[config.mk]
export PLATFORM = sky130hd
export DESIGN_NAME = program_mem_controller_flat
export DESIGN_NICKNAME = d
export VERILOG_FILES = /design/src/rtl/program_mem_controller_if.sv /design/src/rtl/program_mem_controller.sv /design/src/flat_wrapper.sv
export SDC_FILE = /design/constraint.sdc
export NUM_CORES = 1
export LEC_CHECK = 0
export BUFFER_PORTS_ARGS = -buffer_cell sky130_fd_sc_hd__buf_2
export CAP_MARGIN = 10
export CORE_ASPECT_RATIO = 0.9
export CORE_MARGIN = 3
export CORE_UTILIZATION = 53
export DETAILED_ROUTE_END_ITERATION = 16
export GPL_ROUTABILITY_DRIVEN = 0
export PLACE_DENSITY_LB_ADDON = 0.2
export RECOVER_POWER = 50
export SYNTH_ARGS = -nofsm -noshare
export SYNTH_HDL_FRONTEND = slang
export SYNTH_SLANG_ARGS = --single-unit
[constraint.sdc]
create_clock -name clk -period 7.15 [get_ports clk]
set_input_delay 0.3575 -clock clk [delete_from_list [all_inputs] [get_ports clk]]
set_output_delay 0.3575 -clock clk [all_outputs]
set_load 0.1 [all_outputs]
[src/rtl/program_mem_controller_if.sv]
`default_nettype none
// ============================================================================
// Module      : program_mem_controller_if
// Description : Program-memory read bus bundle. Carries both the per-fetcher
//               valid/ready read channel and the single external memory read
//               channel. The controller takes the slave view; the fetchers
//               and memory together form the master view.
// Revision    : 1.0 - initial release
// ============================================================================
interface program_mem_controller_if #(
  parameter int NUM_CONSUMERS = 4,
  parameter int ADDR_BITS     = 8,
  parameter int DATA_BITS     = 16
);

  logic [NUM_CONSUMERS-1:0]           consumer_read_valid;
  logic [NUM_CONSUMERS*ADDR_BITS-1:0] consumer_read_address;
  logic [NUM_CONSUMERS-1:0]           consumer_read_ready;
  logic [NUM_CONSUMERS*DATA_BITS-1:0] consumer_read_data;
  logic                               mem_read_valid;
  logic [ADDR_BITS-1:0]               mem_read_address;
  logic                               mem_read_ready;
  logic [DATA_BITS-1:0]               mem_read_data;

  // Fetchers plus program memory: issue requests, return memory words
  modport master (
    output consumer_read_valid,
    output consumer_read_address,
    input  consumer_read_ready,
    input  consumer_read_data,
    input  mem_read_valid,
    input  mem_read_address,
    output mem_read_ready,
    output mem_read_data
  );

  // Controller: responds to fetchers, drives the memory request
  modport slave (
    input  consumer_read_valid,
    input  consumer_read_address,
    output consumer_read_ready,
    output consumer_read_data,
    output mem_read_valid,
    output mem_read_address,
    input  mem_read_ready,
    input  mem_read_data
  );

endinterface
`default_nettype wire

[src/rtl/program_mem_controller.sv]
`default_nettype none
// ============================================================================
// Module      : program_mem_controller
// Description : Round-robin arbiter that funnels read requests from several
//               fetch units onto one program-memory read channel and returns
//               each word to its requester with a one-cycle ready pulse.
// Revision    : 1.0 - initial release
// ============================================================================
module program_mem_controller #(
  parameter int NUM_CONSUMERS = 4,
  parameter int ADDR_BITS     = 8,
  parameter int DATA_BITS     = 16
) (
  input  wire logic               clk,
  input  wire logic               reset,
  program_mem_controller_if.slave bus
);

  // Pointer width is kept at least one bit so a single-consumer build still
  // has a legal (constant zero) pointer.
  localparam int c_ptr_bits = (NUM_CONSUMERS > 1) ? $clog2(NUM_CONSUMERS) : 1;
  localparam logic [c_ptr_bits-1:0] c_last_idx = c_ptr_bits'(NUM_CONSUMERS - 1);

  typedef enum logic [1:0] {
    IDLE     = 2'd0,
    MEM_WAIT = 2'd1,
    RESPOND  = 2'd2
  } state_t;

  state_t                   r_state;
  logic [c_ptr_bits-1:0]    r_rr_ptr;
  logic [c_ptr_bits-1:0]    r_grant;
  logic [NUM_CONSUMERS-1:0] r_armed;
  logic [NUM_CONSUMERS-1:0] r_ready;
  logic [DATA_BITS-1:0]     r_data [NUM_CONSUMERS];
  logic                     r_mem_valid;
  logic [ADDR_BITS-1:0]     r_mem_addr;

  logic [NUM_CONSUMERS-1:0]           w_eligible;
  logic                               w_found;
  logic [c_ptr_bits-1:0]              w_pick;
  logic [c_ptr_bits-1:0]              w_next_ptr;
  logic [ADDR_BITS-1:0]               w_addr [NUM_CONSUMERS];
  logic [NUM_CONSUMERS*DATA_BITS-1:0] w_data_flat;

  // A consumer may only win while its valid is up and it has been re-armed
  // by a sampled low valid since its last response.
  assign w_eligible = bus.consumer_read_valid & r_armed;

  // Split the flattened address bus into per-consumer words
  always_comb begin
    for (int i = 0; i < NUM_CONSUMERS; i++) begin
      w_addr[i] = bus.consumer_read_address[i*ADDR_BITS +: ADDR_BITS];
    end
  end

  // Round-robin search starting at rr_ptr; scanning offsets from the far end
  // down lets the smallest offset win by being assigned last.
  always_comb begin
    int                    v_idx;
    logic [c_ptr_bits-1:0] v_sel;
    v_idx   = 0;
    v_sel   = '0;
    w_found = 1'b0;
    w_pick  = '0;
    for (int k = NUM_CONSUMERS - 1; k >= 0; k--) begin
      v_idx = int'(r_rr_ptr) + k;
      if (v_idx >= NUM_CONSUMERS) begin
        v_idx = v_idx - NUM_CONSUMERS;
      end
      v_sel = c_ptr_bits'(v_idx);
      if (w_eligible[v_sel]) begin
        w_found = 1'b1;
        w_pick  = v_sel;
      end
    end
  end

  // Pointer advances past the winner, wrapping explicitly so non-power-of-two
  // consumer counts never land on an unused index.
  always_comb begin
    w_next_ptr = (w_pick == c_last_idx) ? '0 : w_pick + 1'b1;
  end

  // Flatten per-consumer response words onto the output bus
  always_comb begin
    w_data_flat = '0;
    for (int i = 0; i < NUM_CONSUMERS; i++) begin
      w_data_flat[i*DATA_BITS +: DATA_BITS] = r_data[i];
    end
  end

  assign bus.consumer_read_ready = r_ready;
  assign bus.consumer_read_data  = w_data_flat;
  assign bus.mem_read_valid      = r_mem_valid;
  assign bus.mem_read_address    = r_mem_addr;

  // Arbitration / memory handshake FSM with registered outputs and arm flags
  always_ff @(posedge clk or posedge reset) begin
    if (reset) begin
      r_state     <= IDLE;
      r_rr_ptr    <= '0;
      r_grant     <= '0;
      r_armed     <= '1;
      r_ready     <= '0;
      r_mem_valid <= 1'b0;
      r_mem_addr  <= '0;
      for (int i = 0; i < NUM_CONSUMERS; i++) begin
        r_data[i] <= '0;
      end
    end else begin
      case (r_state)
        IDLE: begin
          if (w_found) begin
            r_grant     <= w_pick;
            r_mem_valid <= 1'b1;
            r_mem_addr  <= w_addr[w_pick];
            r_rr_ptr    <= w_next_ptr;
            r_state     <= MEM_WAIT;
          end
        end
        MEM_WAIT: begin
          // Request is held stable until memory answers, however long it takes
          if (bus.mem_read_ready) begin
            r_data[r_grant]  <= bus.mem_read_data;
            r_ready[r_grant] <= 1'b1;
            r_armed[r_grant] <= 1'b0;
            r_mem_valid      <= 1'b0;
            r_state          <= RESPOND;
          end
        end
        RESPOND: begin
          r_ready <= '0;
          r_state <= IDLE;
        end
        default: begin
          r_ready     <= '0;
          r_mem_valid <= 1'b0;
          r_state     <= IDLE;
        end
      endcase
      // A sampled low valid re-arms the consumer; placed after the FSM so a
      // consumer that dropped valid mid-transaction is re-armed at once.
      for (int i = 0; i < NUM_CONSUMERS; i++) begin
        if (!bus.consumer_read_valid[i]) begin
          r_armed[i] <= 1'b1;
        end
      end
    end
  end

endmodule
`default_nettype wire

[src/flat_wrapper.sv]
// flat-port wrapper written by rule: the top's interface ports become plain ports
module program_mem_controller_flat 
#(
  parameter int NUM_CONSUMERS = 4,
  parameter int ADDR_BITS     = 8,
  parameter int DATA_BITS     = 16
)
  (clk, reset, bus_consumer_read_valid, bus_consumer_read_address, bus_consumer_read_ready, bus_consumer_read_data, bus_mem_read_valid, bus_mem_read_address, bus_mem_read_ready, bus_mem_read_data);
  program_mem_controller_if #(.NUM_CONSUMERS(NUM_CONSUMERS), .ADDR_BITS(ADDR_BITS), .DATA_BITS(DATA_BITS)) bus_i ();
  input  wire logic clk;
  input  wire logic reset;
  input wire logic [$bits(bus_i.consumer_read_valid)-1:0] bus_consumer_read_valid;
  input wire logic [$bits(bus_i.consumer_read_address)-1:0] bus_consumer_read_address;
  output wire logic [$bits(bus_i.consumer_read_ready)-1:0] bus_consumer_read_ready;
  output wire logic [$bits(bus_i.consumer_read_data)-1:0] bus_consumer_read_data;
  output wire logic [$bits(bus_i.mem_read_valid)-1:0] bus_mem_read_valid;
  output wire logic [$bits(bus_i.mem_read_address)-1:0] bus_mem_read_address;
  input wire logic [$bits(bus_i.mem_read_ready)-1:0] bus_mem_read_ready;
  input wire logic [$bits(bus_i.mem_read_data)-1:0] bus_mem_read_data;
  assign bus_i.consumer_read_valid = bus_consumer_read_valid;
  assign bus_i.consumer_read_address = bus_consumer_read_address;
  assign bus_consumer_read_ready = bus_i.consumer_read_ready;
  assign bus_consumer_read_data = bus_i.consumer_read_data;
  assign bus_mem_read_valid = bus_i.mem_read_valid;
  assign bus_mem_read_address = bus_i.mem_read_address;
  assign bus_i.mem_read_ready = bus_mem_read_ready;
  assign bus_i.mem_read_data = bus_mem_read_data;
  program_mem_controller #(.NUM_CONSUMERS(NUM_CONSUMERS), .ADDR_BITS(ADDR_BITS), .DATA_BITS(DATA_BITS)) u_core (.clk(clk), .reset(reset), .bus(bus_i));
endmodule
==> Word-level counts from Yosys, hierarchy flattened <==
Cells that the tools add are included.
{ "classes": {"order_cmp": 13, "addsub": 8, "mux": 43, "eq_ne": 13, "n_bitwise": 8, "reduce_logical": 12} }
{ "ops": {"columns": ["cell", "n"], "rows": [
  ["$bwmux 64", 1],
  ["$demux 16 s2", 1],
  ["$mux 2", 11],
  ["$ne 2x1->1 const B", 9],
  ["$bmux 8 s2", 1],
  ["$mux 16", 1],
  ["$mux 8", 2],
  ["$reduce_and 2->1", 8],
  ["$ge 3x3->1 const B", 5],
  ["$lt 2x3->1 const B", 5],
  ["$mux 1", 15],
  ["$mux 4", 3],
  ["$and 4x4->4", 2],
  ["$bmux 1 s2", 4],
  ["$pmux 4 s2", 1],
  ["$sub 2x1->2 const B", 4],
  ["$add 2x2->3 const B", 2],
  ["$not 2->3", 2],
  ["$eq 2x2->1 const B", 2],
  ["$not 4->4", 1],
  ["$or 4x4->4", 1],
  ["$pmux 2 s2", 1],
  ["$add 2x1->3 const B", 1],
  ["$ge 2x3->1 const B", 1],
  ["11 further kinds", 13]
]} }
{ "word_totals": {"wordCells": 111, "input_bits": 55, "regBits": 87, "out_inout_bits": 77} }

==> Longest topological paths before layout <==
Gate-level depths: netlist of the first run.
{ "depth": {"ltp_word": 13, "mapped_depth": 8, "depth_no_buf": 5} }

==> Worst setup path after synthesis of the first run <==
Ideal clock, no wire load.
{ "synth_path": {"path_kind": "reg2reg", "from": "reg u_core.r_armed[3]", "to": "reg u_core.r_mem_addr[3], in the netlist u_core.bus.mem_read_address[3]", "path_slack_ns": 5.445, "synth_period_minus_slack_ns": 1.705, "setup_time_ns": 0.139, "n_path_buf": 2, "arrival_ns": 1.566, "stages_incl_launch_ff": 8, "t_required_ns": 7.011, "cell_sequence": "dfstp_2 > and2_1 > o221ai_1 > a21oi_1 > buf_4 > buf_6 > mux2i_1 > o221ai_1"} }
{ "synth_between": {"elab_chain_len": 11, "elab_cells_between_ends": 22, "classes_between": "19 x mux; 2 x bitwise; 1 x reduce/logical"} }
{ "synth_rtl": {"columns": ["item", "line", "rtl"], "rows": [
  ["start, declared", "program_mem_controller.sv:33", "logic [NUM_CONSUMERS-1:0] r_armed;"],
  ["start signal, assigned", "program_mem_controller.sv:104", "r_armed <= '1;"],
  ["start signal, assigned by index", "program_mem_controller.sv:127", "r_armed[r_grant] <= 1'b0;"],
  ["start signal, assigned by index", "program_mem_controller.sv:146", "r_armed[i] <= 1'b1;"],
  ["$and 4x4->4 (*)", "program_mem_controller.sv:48", "assign w_eligible = bus.consumer_read_valid & r_armed;"],
  ["$bmux 1 s2", "program_mem_controller.sv:72", "if (w_eligible[v_sel]) begin"],
  ["$mux 1 (not written as such)", "program_mem_controller.sv:72", null],
  ["$mux 2 (4 in a row)", "program_mem_controller.sv:72", null],
  ["$not 2->3 (not written as such)", "program_mem_controller.sv:117", "r_mem_addr <= w_addr[w_pick];"],
  ["$bmux 8 s2", "program_mem_controller.sv:117", null],
  ["$mux 8 (not written as such) (2 in a row)", "program_mem_controller.sv:117", null],
  ["end signal, assigned", "program_mem_controller.sv:117", null],
  ["end, declared", "program_mem_controller.sv:37", "logic [ADDR_BITS-1:0] r_mem_addr;"]
]} }
Mark *: on every way between the ends. The rest lies on a longest branch, timed or not. The select of a mux whose other input is x is not followed.
A chain may end at the register's enable or synchronous reset.

==> Worst setup path in the final report of the first run <==
{ "layout_path": {"from": "reg u_core.r_state[1]", "to": "reg u_core.r_data, in the netlist u_core.bus.consumer_read_data[6]"} }
{ "layout_between": {"elab_chain_len": 2} }
{ "layout_rtl": {"columns": ["item", "line", "rtl"], "rows": [
  ["start, declared", "program_mem_controller.sv:30", "state_t r_state;"],
  ["start signal, assigned", "program_mem_controller.sv:101", "r_state <= IDLE;"],
  ["start signal, assigned", "program_mem_controller.sv:119", "r_state <= MEM_WAIT;"],
  ["start signal, assigned", "program_mem_controller.sv:129", "r_state <= RESPOND;"],
  ["$eq 2x1->1", "program_mem_controller.sv:112", "case (r_state)"],
  ["$reduce_and 2->1 (no line)", null, null],
  ["end signal, assigned by index", "program_mem_controller.sv:125", "r_data[r_grant] <= bus.mem_read_data;"],
  ["end, declared", "program_mem_controller.sv:35", "logic [DATA_BITS-1:0] r_data [NUM_CONSUMERS];"]
]} }
Every way passes these cells.

==> results.md, run 1 <==
- Status: finished clean
- Fillers: 519
- Final setup vio count: 0
- CP max stage delay: 0.55 ns
- EDFF count, synth: 0
- CTS tree: done
- Worst slew pin tran: 1.21 ns
- Worst Path Arrival: 2.48 ns
- Cell Chain, Critical Path: and3b_1 > nor3b_4 > buf_4 > mux2_4
- Post-synth net total: 304
- Critical path data required time: 7.38 ns
- GR Util met1: 0.267
- Initial antenna violation count: 0
- Final Critical Period: 2.25 ns
- Core footprint: 6620 sq um
- CTS buffer count: 9
- Detailed placer's ending HPWL: 5300 microns
- Cells after Synth: 249
- Post-CTS setup buffer count: 0
- Die height: 84.6 microns
- GRT Overall Usage: 0.202
- PortBufs: 131
- Largest net degree at the start of global routing: 88
- First-pass GRT wire length: 12,500 microns
- Final Max Slew Viols: 0
- Max Clock Freq: 445 MHz
- Worst path buffer plus inverter count: 1
- CTS root buf: clkbuf_8
- Max Cap Violations: 0
- Number of placed I/O pins: 132
- Final-report hold violation count: 0
- Htree depth: 3
- Die W: 93.4 microns
- Maximum buffer depth of the clock tree: 2
- #FFs+latches synth: 87
- Hold Path Class: input port to register
- # hold bufs at CTS: 0
- Final WS setup: 4.90 ns
- Warnings from Yosys: 0
- GRT Residual Overflow: 0
- Routed Antenna Nets: 0
- Met2 track demand over resource: 0.313
- Register area: 2180 sq um
- Nets: 437
- Per-cell routed wire length: 15.9 microns
- Sequential-to-total area share from yosys stat: 0.600
- Commonest non-fill, non-tap cell in the layout: buf_2
- Dpl cells: 460
- CP Class: register to register
- Max-slew headroom: 0.195
- Initial DRC Count: 67
- Distinct cells, synth: 35
- Startpoint Class: register
- CP Max Fanout: 10
- Die ar.: 7900 sq um
- Pre-antenna DRT Iters: 4
- Period utilization: 0.314
- Clk_skew: 0.00764 ns
- # DRC: 0
- Primary FF master, synth: dfrtp_1
- Setup crit end kind: register
- Starting Density: 0.550
- Synth async-reset ratio: 1.00
- Avg Cell Area, Syn: 14.6 sq um
- Routing usage on met3: 0.0797
- RSZ-0062 raised after global routing: false
- Via count: 2,474
- Post-CTS sizing: 0
- Pre-CTS setup slack: 4.74 ns
- Num Clock Sinks: 87
- FP Rows: 28
- Sum of negative setup slack: 0 ns
- Finished Layout Cells: 477
- Core Util, Final: 0.683
- DRT Wirelength: 7580 microns
- Share of cells above drive strength 1: 0.481
- Most frequent cells in the layout: buf_2, dfrtp_1, mux2_2
- Syn-to-layout area delta: 24.2%
- Vias in the first global route: 2,590
- Critical path's slowest cell: nor3b_4
- Worst-Skew Late Latency: 0.35 ns
- Grt peak-use layer: met2
- Post-Synthesis Cell Area: 3640 sq um
- Area of the multi-input gates: 1330 sq um
- Ant. Diodes: 0
- Worst path top cell family by delay: simple AND/OR/NAND/NOR gates
- Via-to-Cell Ratio: 5.19
- Worst-path clk slew: 0.08 ns
==> layout make-up <==
type,count,share of cell area
flip-flops and latches,87,0.483
multi-input cells,144,0.293
repair buffers,134,0.141
clock buffers,10,0.0282
well taps,90,0.0249
clock inverters,6,0.0241
inverters,6,0.00526
==> flip-flops by register name, summed over array words and instances (netlist names) <==
register                        flops
u_core.bus.mem_read_valid           1
u_core.bus.consumer_read_data      64
u_core.r_grant                      2
u_core.bus.mem_read_address         8
u_core.bus.consumer_read_ready      4
u_core.r_rr_ptr                     2
u_core.r_state                      2
u_core.r_armed                      4
==> synth_stat cells (2+ instances only) <==
library cell | n | area (sq um)
mux2i_1 | 16 | 160
a21oi_1 | 3 | 15.0
buf_6 | 6 | 67.6
o221ai_1 | 10 | 87.6
inv_1 | 6 | 22.5
buf_2 | 2 | 10.0
mux2_1 | 3 | 33.8
dfrtp_1 | 83 | 2080
mux2_2 | 53 | 597
dfstp_2 | 4 | 105
nand2_1 | 23 | 86.3
mux2_4 | 8 | 120
o21a_1 | 2 | 15.0
nor2_1 | 5 | 18.8
o21ai_0 | 5 | 25.0
==> worst register-to-register path: cells and delay by family (launching register included) <==
kind	cells	cell delay [ns]
and+or+nand+nor	2	1.01
buffers and inverters	1	0.33
DFF	1	0.48
muxes	1	0.32
==> path summary, 6_finish.rpt <==
kind	from	to	slack, ns	cells past startpoint
max	u_core.r_state[1]$_DFFE_PP0P_	u_core.bus.consumer_read_data[6]$_DFFE_PP0P_	4.90	4
min	bus_consumer_read_valid[3]	u_core.r_armed[3]$_DFFE_PP1P_	0.14	2
max reg2reg	u_core.r_state[1]$_DFFE_PP0P_	u_core.bus.consumer_read_data[6]$_DFFE_PP0P_	4.90	4
min reg2reg	u_core.r_armed[3]$_DFFE_PP1P_	u_core.r_armed[3]$_DFFE_PP1P_	0.47	2
max in group asynchronous	reset	u_core.bus.consumer_read_data[20]$_DFFE_PP0P_	6.12	3
min in group asynchronous	reset	u_core.bus.consumer_read_data[58]$_DFFE_PP0P_	0.35	3
==> through the flow <==
| stage | instance area (sq um) | hold slack (ns) |
|---|---|---|
| floorplan | 3640 | 0.397 |
| global placement | 4310 | 0.448 |
| detailed placement | 4310 | 0.458 |
| CTS | 4550 | 0.126 |
| global route | 4520 | 0.124 |
| finish | 4520 | 0.139 |
==> logic make-up after synthesis <==
family | synth area share
AND/OR/NAND/NOR | 0.0591
XOR/XNOR | 0.00241
flip-flops | 0.600
multiplexers | 0.250
AO/OA/AOI/OAI | 0.0512
buffers and inverters | 0.0375
==> layer usage <==
| layer | wire length, microns | part of all wire | up-vias |
|---|---|---|---|
| li1 | - | - | 1164 |
| met1 | 3310 | 0.44 | 1229 |
| met2 | 3640 | 0.48 | 75 |
| met3 | 580 | 0.077 | 6 |
| met4 | 54 | 0.0071 | 0 |
| met5 | 0 | 0 | - |
Power of run 1 is not shown: default switching activity piles up to over one toggle a cycle in this logic, so the estimate is an artifact.
==> run 2, diff against run 1 <==
--- a/config.mk
+++ b/config.mk
@@ -9,7 +9,7 @@
 export CAP_MARGIN = 10
 export CORE_ASPECT_RATIO = 0.9
 export CORE_MARGIN = 3
-export CORE_UTILIZATION = 53
+export CORE_UTILIZATION = 49
 export DETAILED_ROUTE_END_ITERATION = 16
 export GPL_ROUTABILITY_DRIVEN = 0
 export PLACE_DENSITY_LB_ADDON = 0.2
==> constraint.sdc (replaced) <==
create_clock -name clk -period 2.1 [get_ports clk]
set_input_delay 0.105 -clock clk [delete_from_list [all_inputs] [get_ports clk]]
set_output_delay 0.105 -clock clk [all_outputs]
set_load 0.1 [all_outputs]
==> run 2 against run 1 <==
Compared with the run above: final area up 2.8%; routed wire length up 2.5%; first-iteration DRC count down 27%; flip-flop and latch count unchanged; clock-buffer cell count unchanged; via count up 0.20%; clock skew down 0.0010 ns; hold slack worse by 0.13 ns; setup slack worse by 4.6 ns; die area up 7.6%; highest routed layer unchanged.
==> results.md, run 2 (synthesis gave the netlist of run 1 again) <==
- Pre-antenna DRT Iters: 3
- Period utilization: 0.844
- GRT Residual Overflow: 0
- Fillers: 594
- Htree depth: 3
- Most frequent cells in the layout: buf_2, dfrtp_1, mux2_2
- Vias in the first global route: 2,582
- Num Clock Sinks: 87
- Sum of negative setup slack: 0 ns
- Die W: 96.9 microns
- Critical path data required time: 2.34 ns
- Per-cell routed wire length: 15.8 microns
- Worst Hold Launch: bus_mem_read_data[15]
- Hold Path Class: input port to register
- Worst Hold Slack: 0.0137 ns
- Dpl cells: 470
- Final Max Slew Viols: 0
- Worst setup startpoint: u_core.r_state[1]$_DFFE_PP0P_
- Reg2reg end: u_core.bus.consumer_read_data[13]$_DFFE_PP0P_
- Die height: 87.8 microns
- Startpoint Class: register
- CP Class: register to register
- Via count: 2,479
- Starting Density: 0.509
- Hold EP: u_core.bus.consumer_read_data[63]$_DFFE_PP0P_
- Max Cap Violations: 0
- RR Startpoint: u_core.r_state[1]$_DFFE_PP0P_
- Status: finished clean
- Worst-Skew Late Latency: 0.35 ns
- Max Clock Freq: 564 MHz
- Die ar.: 8500 sq um
- PortBufs: 131
- CTS buffer count: 9
- Clk_skew: 0.00661 ns
- Core Util, Final: 0.650
- Final setup vio count: 0
- R2R setup slack: 0.33 ns
- Share of cells above drive strength 1: 0.481
- Final Critical Period: 1.77 ns
- Commonest non-fill, non-tap cell in the layout: buf_2
- Final-report hold violation count: 0
- DRT Wirelength: 7770 microns
- Core footprint: 7150 sq um
- Largest net degree at the start of global routing: 33
- RSZ-0062 raised after global routing: false
- Setup crit end kind: register
- Max-slew headroom: 0.137
- Initial antenna violation count: 0
- Post-CTS setup buffer count: 0
- CTS root buf: clkbuf_8
- Routed Antenna Nets: 0
- First-pass GRT wire length: 12,900 microns
- Initial DRC Count: 49
- CTS tree: done
- Finished Layout Cells: 492
- GRT Overall Usage: 0.193
- Detailed placer's ending HPWL: 5660 microns
- Maximum buffer depth of the clock tree: 2
- R2R cell count: 4
- Syn-to-layout area delta: 27.7%
- Max reg flops: 64
- Worst-path clk slew: 0.08 ns
- Number of placed I/O pins: 132
- Nets: 449
- Worst slew pin tran: 1.29 ns
- Ant. Diodes: 0
- CP Max Fanout: 13
- Via-to-Cell Ratio: 5.04
- Worst hold path depth: 2
- FP Rows: 29
- # DRC: 0
- Worst Path Arrival: 2.01 ns
==> run 2: cell count changes in the layout (fill, tap and decap cells not counted), sizes merged <==
cell / delta
buf: +6
dlygate4sd3: +6
clkinvlp: +2
bufinv: -1
clkinv: -1
==> run 2: cell type report <==
class	instances	area, sq um	area share
Tap cell	93	116	0.0250
Sequential cell	87	2180	0.470
Clock inverter	6	85.1	0.0183
Inverter	6	23.8	0.00512
Clock buffer	10	128	0.0275
Multi-Input combinational cell	144	1330	0.285
Timing Repair Buffer	146	787	0.169
==> run 2: repair_timing <==
item	4_1_cts	5_1_grt
resized for setup	0	0
hold buffers	5	1
endpoints found under the hold margin	30	1
==> run 2: worst max-delay path by stage <==
stage                                                               end  slack, ns
after global routing         u_core.bus.mem_read_address[3]$_DFFE_PP0P_       0.15
final                     u_core.bus.consumer_read_data[13]$_DFFE_PP0P_       0.33
after detailed placement     u_core.bus.mem_read_address[2]$_DFFE_PP0P_       0.32
after global placement       u_core.bus.mem_read_address[5]$_DFFE_PP0P_       0.35
after floorplan              u_core.bus.mem_read_address[3]$_DFFE_PP0P_       0.39
after CTS                 u_core.bus.consumer_read_data[15]$_DFFE_PP0P_       0.31
==> run 2: critical path, stage by stage (launching register included) <==
cell,delay [ns]
dfrtp_1,0.38
and3b_1,0.40
nor3b_4,0.25
buf_4,0.27
mux2_2,0.36
==> run 2: metrics by stage <==
| step | area (sq um) | setup WS [ns] |
|---|---|---|
| 3_5_place_dp | 4420 | 0.322 |
| 2_1_floorplan | 3640 | 0.395 |
| 3_3_place_gp | 4420 | 0.353 |
| 6_report | 4650 | 0.328 |
| 5_1_grt | 4650 | 0.147 |
| 4_1_cts | 4690 | 0.312 |
==> run 2: per-layer routing <==
metal | GRT usage | wire, microns
met4 | 0.0651 | 85
met5 | 0 | 0
met1 | 0.251 | 3500
met3 | 0.0653 | 515
met2 | 0.309 | 3670
Power of run 2 is left out for the same reason.
